## config.mk

```make
export PLATFORM = sky130hd
export DESIGN_NAME = alu_control_seq
export DESIGN_NICKNAME = d
export VERILOG_FILES = /design/src/rtl/alu_control_seq.sv
export SDC_FILE = /design/constraint.sdc
export NUM_CORES = 1
export LEC_CHECK = 0
export CORE_AREA = 5 5 48 50
export CTS_BUF_LIST = sky130_fd_sc_hd__clkbuf_2
export DETAILED_ROUTE_END_ITERATION = 10
export DIE_AREA = 0 0 53 55
export PLACE_DENSITY = 0.76
export SKIP_LAST_GASP = 1
export SYNTH_ARGS = -nofsm -noshare
export SYNTH_HDL_FRONTEND = slang
export SYNTH_SLANG_ARGS = --single-unit
```

## constraint.sdc

```tcl
create_clock -name clk -period 1.9 [get_ports clk]
set_input_delay 0.285 -clock clk [delete_from_list [all_inputs] [get_ports clk]]
set_output_delay 0.285 -clock clk [all_outputs]
set_load 0.01 [all_outputs]
```

## src/rtl/alu_control_seq.sv

```systemverilog
// ALU control stage on the ID/EX boundary: decodes alu_op/funct into an ALU code
// and sequences the multi-cycle mult/div unit with a HI/LO interlock.
module alu_control_seq #(
    parameter int ALU_OP_WIDTH    = 3,
    parameter int FUNCT_WIDTH     = 6,
    parameter int OPERATION_WIDTH = 4,
    parameter int MULDIV_CYCLES   = 32
) (
    input  logic                       clk,
    input  logic                       reset,
    input  logic                       valid_i,
    input  logic                       flush_i,
    input  logic [ALU_OP_WIDTH-1:0]    alu_op_i,
    input  logic [FUNCT_WIDTH-1:0]     alu_function_i,
    output logic [OPERATION_WIDTH-1:0] alu_operation_o,
    output logic                       valid_o,
    output logic                       stall_o,
    output logic                       muldiv_start_o,
    output logic                       muldiv_busy_o,
    output logic                       muldiv_done_o
);

    localparam int CW = $clog2(MULDIV_CYCLES + 1);
    localparam int OW = OPERATION_WIDTH;
    localparam int AW = ALU_OP_WIDTH;
    localparam int FW = FUNCT_WIDTH;

    localparam logic [AW-1:0] AOP_R    = AW'(3'b111);
    localparam logic [AW-1:0] AOP_ANDI = AW'(3'b010);
    localparam logic [AW-1:0] AOP_ADDI = AW'(3'b100);
    localparam logic [AW-1:0] AOP_LUI  = AW'(3'b000);
    localparam logic [AW-1:0] AOP_ORI  = AW'(3'b001);

    localparam logic [FW-1:0] F_ADD  = FW'(6'b100000);
    localparam logic [FW-1:0] F_SUB  = FW'(6'b100010);
    localparam logic [FW-1:0] F_OR   = FW'(6'b100101);
    localparam logic [FW-1:0] F_AND  = FW'(6'b100100);
    localparam logic [FW-1:0] F_NOR  = FW'(6'b100111);
    localparam logic [FW-1:0] F_SLL  = FW'(6'b000000);
    localparam logic [FW-1:0] F_SRL  = FW'(6'b000010);
    localparam logic [FW-1:0] F_MULT = FW'(6'b011000);
    localparam logic [FW-1:0] F_DIV  = FW'(6'b011010);
    localparam logic [FW-1:0] F_MFHI = FW'(6'b010000);
    localparam logic [FW-1:0] F_MFLO = FW'(6'b010010);

    localparam logic [OW-1:0] OP_INV = OW'(4'b1001);
    localparam logic [CW-1:0] CNT_LOAD = CW'(MULDIV_CYCLES - 1);

    typedef enum logic {IDLE, BUSY} state_e;

    state_e        state_q, state_d;
    logic [CW-1:0] cnt_q, cnt_d;
    logic [OW-1:0] op_q, op_d;
    logic          valid_q, valid_d;
    logic          start_q, start_d;
    logic          done_q, done_d;

    logic [OW-1:0] dec_op;
    logic          dec_md;
    logic          dec_hl;
    logic          accept;

    always_comb begin
        dec_op = OP_INV;
        dec_md = 1'b0;
        dec_hl = 1'b0;
        if (alu_op_i == AOP_R) begin
            case (alu_function_i)
                F_ADD:  dec_op = OW'(4'b0011);
                F_SUB:  dec_op = OW'(4'b0101);
                F_OR:   dec_op = OW'(4'b0001);
                F_AND:  dec_op = OW'(4'b0110);
                F_NOR:  dec_op = OW'(4'b0111);
                F_SLL:  dec_op = OW'(4'b0010);
                F_SRL:  dec_op = OW'(4'b0100);
                F_MULT: begin dec_op = OW'(4'b1010); dec_md = 1'b1; end
                F_DIV:  begin dec_op = OW'(4'b1011); dec_md = 1'b1; end
                F_MFHI: begin dec_op = OW'(4'b1100); dec_hl = 1'b1; end
                F_MFLO: begin dec_op = OW'(4'b1101); dec_hl = 1'b1; end
                default: dec_op = OP_INV;
            endcase
        end else begin
            case (alu_op_i)
                AOP_ANDI: dec_op = OW'(4'b0110);
                AOP_ADDI: dec_op = OW'(4'b0011);
                AOP_LUI:  dec_op = OW'(4'b0000);
                AOP_ORI:  dec_op = OW'(4'b0001);
                default:  dec_op = OP_INV;
            endcase
        end
    end

    // Only HI/LO producers and consumers wait for the unit; others flow past.
    assign muldiv_busy_o = (state_q == BUSY);
    assign stall_o = muldiv_busy_o & valid_i & ~flush_i & (dec_md | dec_hl);
    assign accept  = valid_i & ~flush_i & ~stall_o;

    always_ff @(posedge clk or negedge reset) begin
        if (!reset) begin
            state_q <= IDLE;
            cnt_q   <= '0;
            op_q    <= OP_INV;
            valid_q <= 1'b0;
            start_q <= 1'b0;
            done_q  <= 1'b0;
        end else begin
            state_q <= state_d;
            cnt_q   <= cnt_d;
            op_q    <= op_d;
            valid_q <= valid_d;
            start_q <= start_d;
            done_q  <= done_d;
        end
    end

    always_comb begin
        state_d = state_q;
        cnt_d   = cnt_q;
        case (state_q)
            IDLE: begin
                if (accept && dec_md) begin
                    state_d = BUSY;
                    cnt_d   = CNT_LOAD;
                end
            end
            BUSY: begin
                if (cnt_q == '0) state_d = IDLE;
                else             cnt_d   = cnt_q - CW'(1);
            end
            default: begin
                state_d = IDLE;
                cnt_d   = '0;
            end
        endcase
    end

    always_comb begin
        valid_d = accept;
        op_d    = accept ? dec_op : OP_INV;
        start_d = (state_q == IDLE) & accept & dec_md;
        done_d  = (state_q == BUSY) & (cnt_q == '0);
    end

    assign alu_operation_o = op_q;
    assign valid_o         = valid_q;
    assign muldiv_start_o  = start_q;
    assign muldiv_done_o   = done_q;

endmodule

```

==> results.ini, run 1 <==
[outcome]
status = completed

[route]
vias = 778
via_per_inst = 5.293
final_antenna_net_count = 0
drcViolationCount = 0
firstDrtPassIters = 4
detail_route.wirelength_um = 1798
drtIter0Drc = 11
routed_wire_length_per_instance_um = 12.23

[clocking]
cts_resized = 2
cts_buffers = 3
clock-sinks = 14
post_cts.repair.setup_buffers = 0
clock_tree.buffer_depth = 2
clock_tree_from_tritoncts = done
postCtsHoldBufs = 0
cts.reportedPaths.clkPinSlew_ns = 0.15
cts.root.buffer_cell = clkbuf_2
worstSkewPairLatency_ns = 0.27
ctsHtreeMaxLevel = 1

[final_layout]
area_growth_pct = 37.22
final.fill_count = 171
footprint_of_the_multi_input_gates_sq_um = 415.4
post-route-cell-area_sq_um = 1135
utilization = 0.6095
final-instance-count-excl-fill = 147
drive_gt1_frac = 0.1833
fin_nets = 135
final-seq-area_sq_um = 352.8
antenna_cells_inserted = 0

[synthesis]
post_synth_xor_area_fraction = 0.02118
synth_compound_gate_area_share = 0.1694
yosysWarnings = 0
unique_masters_post_synth = 38
synth.cell_area_sq_um = 827.0
synth.area.mux_share = 0.01210
synth_top_family_by_area = simple AND/OR/NAND/NOR gates
synth.net_count = 103
yosys.area_share.simple = 0.2844
synth_cells = 89
yosys.area.top_type = dfrtp_1
yosys.area_share.adder = 0.01513
yosys-top-cells-area = dfrtp_1, dfstp_2, nor3_1
synth_seq_area_share = 0.4266
synth.top_cell.area_share = 0.3631
synth-seq-cells = 14
syn_area_per_cell_sq_um = 9.293

[sta]
min_period_over_period = 0.9220
post-route-min-period_ns = 1.752
drv_slew = 0
setup-tns-final_ns = 0
timing_worst_slew_pin_value_ns = 0.6074
final-setup-viol-count = 0
hold_slack_ns = 0.3651
relSlewSlack = 0.5938
post_route_clock_skew_ns = 0.02650
rsz0062_at_grt = false
timing.final.ws_setup_ns = 0.1482
maximum_clock_frequency_ghz = 0.5708
hold_violations = 0

[place]
post-place-cells = 143
pre_cts_slack_ns = -0.1924
routabilityCongestion = 0.8225
dpl_cell_area_sq_um = 1117
dp_hpwl_um = 1421
port-buffer-count = 21

[worst_setup_path]
regToRegStartpoint = cnt_q[4]
ff2ff_path_depth = 4
timing.rr.end = cnt_q[4]
nature_of_the_critical_path_endpoint = output pin
path_max_fanout = 2
start_kind = primary input
timing.reg2reg.setup_slack_ns = 0.22
critical_path_arrival_ns = 1.47
worstPathRequired_ns = 1.62
setup.worst_path.class = primary input to output pin

[die]
die_h_um = 55
core-area_sq_um = 1862
core.rowCount = 16
total_die_area_sq_um = 2915
start_util = 0.4442
fp.dieW_um = 53
io_pins = 22

[power_and_ir_drop]
power-per-cell-area_nw_per_um2 = 779.6
maximum_vdd_drop_mv = 0.5097
report.power.total_mw = 0.8847
power.static_leakage_nw = 0.4820

[global_routing]
grt_remaining_overflow = 0
initial_antenna_violation_count = 0
grt_max_degree = 15
grt_first_pass_wirelength_um = 3105
number_of_global_route_vias_before_repair = 732
groute.usage.overall = 0.1455

[flow_run]
maxCapViolCount = 0

[worst_hold_path]
min_path_type = primary input to async pin

## per-layer routing
metal | track usage | vias to the layer above | wire [um]
met1 | 0.1820 | 362 | 852
met4 | 0.07660 | 0 | 28
li1 | - | 388 | -
met2 | 0.2479 | 26 | 838
met5 | 0 | - | 0
met3 | 0.01609 | 2 | 79
## cells in the final DEF (no fill, tap or decap), types with 2 or more instances in the layout
cell             count
xnor2_1              2
nand2_1              5
a31oi_1              5
inv_1                4
o21ai_0              3
nor2_1               7
dfstp_2              2
buf_4               12
nand3_1              2
nand2b_1             2
nand4_1              3
clkbuf_2             4
dlygate4sd2_1        2
clkdlybuf4s50_1     19
nor3_1               7
dfrtp_1             12
nor2b_1              3
and3_1               2
a21oi_1              5
## power breakdown
part	internal [mW]	total, mW	switching, mW
Clock	0.0558	0.148	0.0918
Sequential	0.366	0.444	0.0782
Combinational	0.160	0.293	0.133
## Yosys cell counts (all sizes together)
cell type and n:
or3b 1, dfstp 2, a41oi 1, nor3 7, dfrtp 12, and4b 1
nand2b 2, a311o 1, nand4 3, o21ai 3, nor2 7, nor4bb 1
nor2b 3, or2 2, nand2 5, or4 1, nor3b 1, nand4bb 1
o211ai 1, a2bb2oi 1, o221a 1, ha 1, mux2i 1, a21boi 1
buf 5, a31oi 5, inv 4, a22o 1, xnor2 2, clkbuf 1
nor4 1, nand3 2, o22ai 1, and3 2, a21oi 5
## layout make-up
| class | count | share of cell area |
|---|---|---|
| clock buffer | 4 | 0.01764 |
| tap | 27 | 0.02977 |
| timing repair buffer | 33 | 0.2624 |
| multi-input combinational | 65 | 0.3660 |
| inverter | 4 | 0.01323 |
| sequential | 14 | 0.3109 |
## how the worst max path moves through the flow
stage	startpoint	endpoint	slack [ns]	cells after the start
6_report	alu_function_i[0]	stall_o	0.15	5
5_1_grt	alu_function_i[0]	stall_o	0.05	5
4_1_cts	alu_function_i[0]	stall_o	0.14	5
3_5_place_dp	alu_op_i[0]	stall_o	-0.19	5
3_3_place_gp	alu_op_i[0]	stall_o	-0.20	5
2_1_floorplan	cnt_q[2]	cnt_q[4]	0.34	5
## critical path, cell delays in order
cell             delay (ns)
clkdlybuf4s50_1        0.41
and4b_4                0.33
nand3_1                0.07
nor2_1                 0.10
dlygate4sd2_1          0.27
## state kept, by name, summed over array words and instances (netlist names)
register and count:
cnt_q 6, alu_operation_o 4, muldiv_busy_o 1, muldiv_done_o 1, muldiv_start_o 1, valid_o 1
## logic make-up (layout without fill, tap and decap cells)
logic type,after synthesis,after routing
AOI/OAI and AO/OA,21,21
xor gates and xnor gates,2,2
adders and majority gates,1,1
buffers and inverters,10,41
DFF,14,14
muxes,1,1
and+or+nand+nor,40,40
(Power assumes the default switching activity.)
==> inputs of run 2 (changes only) <==
--- a/config.mk
+++ b/config.mk
@@ -5,11 +5,10 @@
 export SDC_FILE = /design/constraint.sdc
 export NUM_CORES = 1
 export LEC_CHECK = 0
-export CORE_AREA = 5 5 48 50
+export CORE_AREA = 5 5 59 61
 export CTS_BUF_LIST = sky130_fd_sc_hd__clkbuf_2
 export DETAILED_ROUTE_END_ITERATION = 10
-export DIE_AREA = 0 0 53 55
-export PLACE_DENSITY = 0.76
+export DIE_AREA = 0 0 64 66
 export SKIP_LAST_GASP = 1
 export SYNTH_ARGS = -nofsm -noshare
 export SYNTH_HDL_FRONTEND = slang
==> results.ini, run 2 (same netlist as run 1, synthesis figures left out) <==
[outcome]
status = completed

[die]
core.rowCount = 20  ; +4
fp.dieW_um = 64  ; +21%
total_die_area_sq_um = 4224  ; +45%
start_util = 0.2825  ; -0.1617
io_pins = 22  ; unchanged
die_h_um = 66  ; +20%
core-area_sq_um = 2928  ; +57%

[worst_setup_path]
start_kind = primary input
critical_path.endpoint = stall_o
ff2ff_path_depth = 4  ; unchanged
worstPathRequired_ns = 1.62  ; about the same
regToRegStartpoint = cnt_q[2]
timing.reg2reg.setup_slack_ns = 0.28  ; +0.06 ns
path_max_fanout = 4  ; +2
setup.worst_path.class = primary input to output pin
critical_path_arrival_ns = 1.51  ; +0.04 ns
critPathMaxStageDelay_ns = 0.41  ; about the same
timing.critical_path.cells = clkdlybuf4s50_1, and4b_4, nand3_1, nor2_1, dlygate4sd2_1
nature_of_the_critical_path_endpoint = output pin
timing.rr.end = cnt_q[4]
critical-path-slowest-cell = clkdlybuf4s50_1
worst_setup_path_startpoint = alu_function_i[0]

[global_routing]
number_of_global_route_vias_before_repair = 815  ; +11%
grt_first_pass_wirelength_um = 3360  ; +8.2%
grt_max_degree = 15  ; unchanged
initial_antenna_violation_count = 0  ; unchanged
grt_remaining_overflow = 0  ; unchanged
groute.usage.overall = 0.09554  ; -0.04994

[flow_run]
maxCapViolCount = 0  ; unchanged

[route]
vias = 777  ; -0.13%
firstDrtPassIters = 4  ; unchanged
final_antenna_net_count = 0  ; unchanged
drcViolationCount = 0  ; unchanged
routed_wire_length_per_instance_um = 12.34  ; +0.87%
via_per_inst = 5.146  ; -2.8%
drtIter0Drc = 27  ; +16
detail_route.wirelength_um = 1863  ; +3.6%

[clocking]
cts.root.buffer_cell = clkbuf_2
clock_tree.buffer_depth = 2  ; unchanged
ctsHtreeMaxLevel = 1  ; unchanged
cts.reportedPaths.clkPinSlew_ns = 0.13  ; -0.02 ns
clock_tree_from_tritoncts = done
post_cts.repair.setup_buffers = 0  ; unchanged
clock-sinks = 14  ; unchanged
postCtsHoldBufs = 0  ; unchanged
worstSkewPairLatency_ns = 0.27  ; about the same
cts_buffers = 3  ; unchanged

[place]
port-buffer-count = 21  ; unchanged
routabilityCongestion = 0.8423  ; +2.4%
dpl_cell_area_sq_um = 1110  ; -0.67%
dp_hpwl_um = 1497  ; +5.4%

[power_and_ir_drop]
maximum_vdd_drop_mv = 0.5174  ; +1.5%
power_switching_mw = 0.3058  ; +0.91%
sw_frac_of_total = 0.3489  ; +0.006335
cell_internal_pwr_mw = 0.5707  ; -1.9%
power.sequential.fraction = 0.517  ; +0.015
portion_of_total_power_attributed_to_the_clock_network = 0.157  ; -0.010
power.static_leakage_nw = 0.4697  ; -2.6%
power-per-cell-area_nw_per_um2 = 774.1  ; -0.71%
power.combinational.fraction = 0.326  ; -0.005

[final_layout]
most-common-layout-cells = clkdlybuf4s50_1, dfrtp_1, buf_4
drive_gt1_frac = 0.1695  ; -0.01384
antenna_cells_inserted = 0  ; unchanged
post-route-cell-area_sq_um = 1132  ; -0.22%
layout_commonest_cell = clkdlybuf4s50_1
largest_reg_flops = 6  ; unchanged
most_flops_register = cnt_q
fin_nets = 133  ; -1.5%
area_growth_pct = 36.91

[sta]
relSlewSlack = 0.5966  ; +0.002818
min_period_over_period = 0.9458  ; +0.02378
maximum_clock_frequency_ghz = 0.5565  ; -2.5%
rsz0062_at_grt = false
timing_worst_slew_pin_value_ns = 0.6032  ; -0.004213 ns
final-setup-viol-count = 0  ; unchanged
drv_slew = 0  ; unchanged
hold_slack_ns = 0.3780  ; +0.01284 ns
post_route_clock_skew_ns = 0.003562  ; -0.02294 ns
hold_violations = 0  ; unchanged
post-route-min-period_ns = 1.797  ; +0.04518 ns

[worst_hold_path]
min_path_type = primary input to async pin

-- run 2: power by group through the flow --
| stage | Combinational, mW | Clock, mW | Sequential [mW] |
|---|---|---|---|
| CTS | 0.287 | 0.146 | 0.447 |
| floorplan | 0.204 | 0 | 0.432 |
| finish | 0.286 | 0.138 | 0.453 |
| global route | 0.329 | 0.159 | 0.469 |
| detailed placement | 0.288 | 0 | 0.450 |
| global placement | 0.281 | 0 | 0.449 |
-- run 2: cell type report --
cell class	instances	area, sq um
fillers	308	1795
multi-input cells	65	421.7
flip-flops and latches	14	352.8
repair buffers	31	282.8
well taps	33	41.29
clock buffers	3	15.01
inverters	4	15.01
clock inverters	1	3.754
-- run 2: worst min path at each step --
stage	depth (start not counted)	slack, ns	endpoint
2_1_floorplan	0	-0.01	alu_operation_o[1]
3_3_place_gp	1	0.49	cnt_q[0]
3_5_place_dp	1	0.50	cnt_q[0]
4_1_cts	1	0.39	cnt_q[4]
5_1_grt	1	0.42	cnt_q[4]
6_report	1	0.38	muldiv_done_o
-- run 2: repair_timing --
item | CTS | global route
cloned | 0 | 0
hold endpoints to repair | 0 | 0
endpoints found under the setup margin | 1 | 1
gates resized for setup | 2 | 1
-- run 2: stage by stage --
| stage | util | power [mW] | setup WS [ns] | setup TNS, ns | cells |
|---|---|---|---|---|---|
| 2_1_floorplan | - | 0.6363 | 0.3416 | 0 | 89 |
| 5_1_grt | 0.3868 | 0.9571 | 0.01272 | 0 | 151 |
| 3_3_place_gp | 0.3791 | 0.7294 | -0.2185 | -0.2185 | 147 |
| 4_1_cts | 0.3846 | 0.8800 | 0.08984 | 0 | 151 |
| 6_report | 0.3868 | 0.8765 | 0.1030 | 0 | 151 |
| 3_5_place_dp | 0.3791 | 0.7388 | -0.2789 | -0.2825 | 147 |
-- run 2: layer usage --
metal | routed length, um | track usage | part of all wire
met1 | 789 | 0.1089 | 0.42
met2 | 937 | 0.1696 | 0.50
met3 | 105 | 0.02381 | 0.056
met4 | 31 | 0.03636 | 0.017
met5 | 0 | 0 | 0
-- run 2: worst max-delay path, delay by kind of cell --
kind          cells  cell delay, ns
buf+inv           2            0.68
simple gates      3            0.54
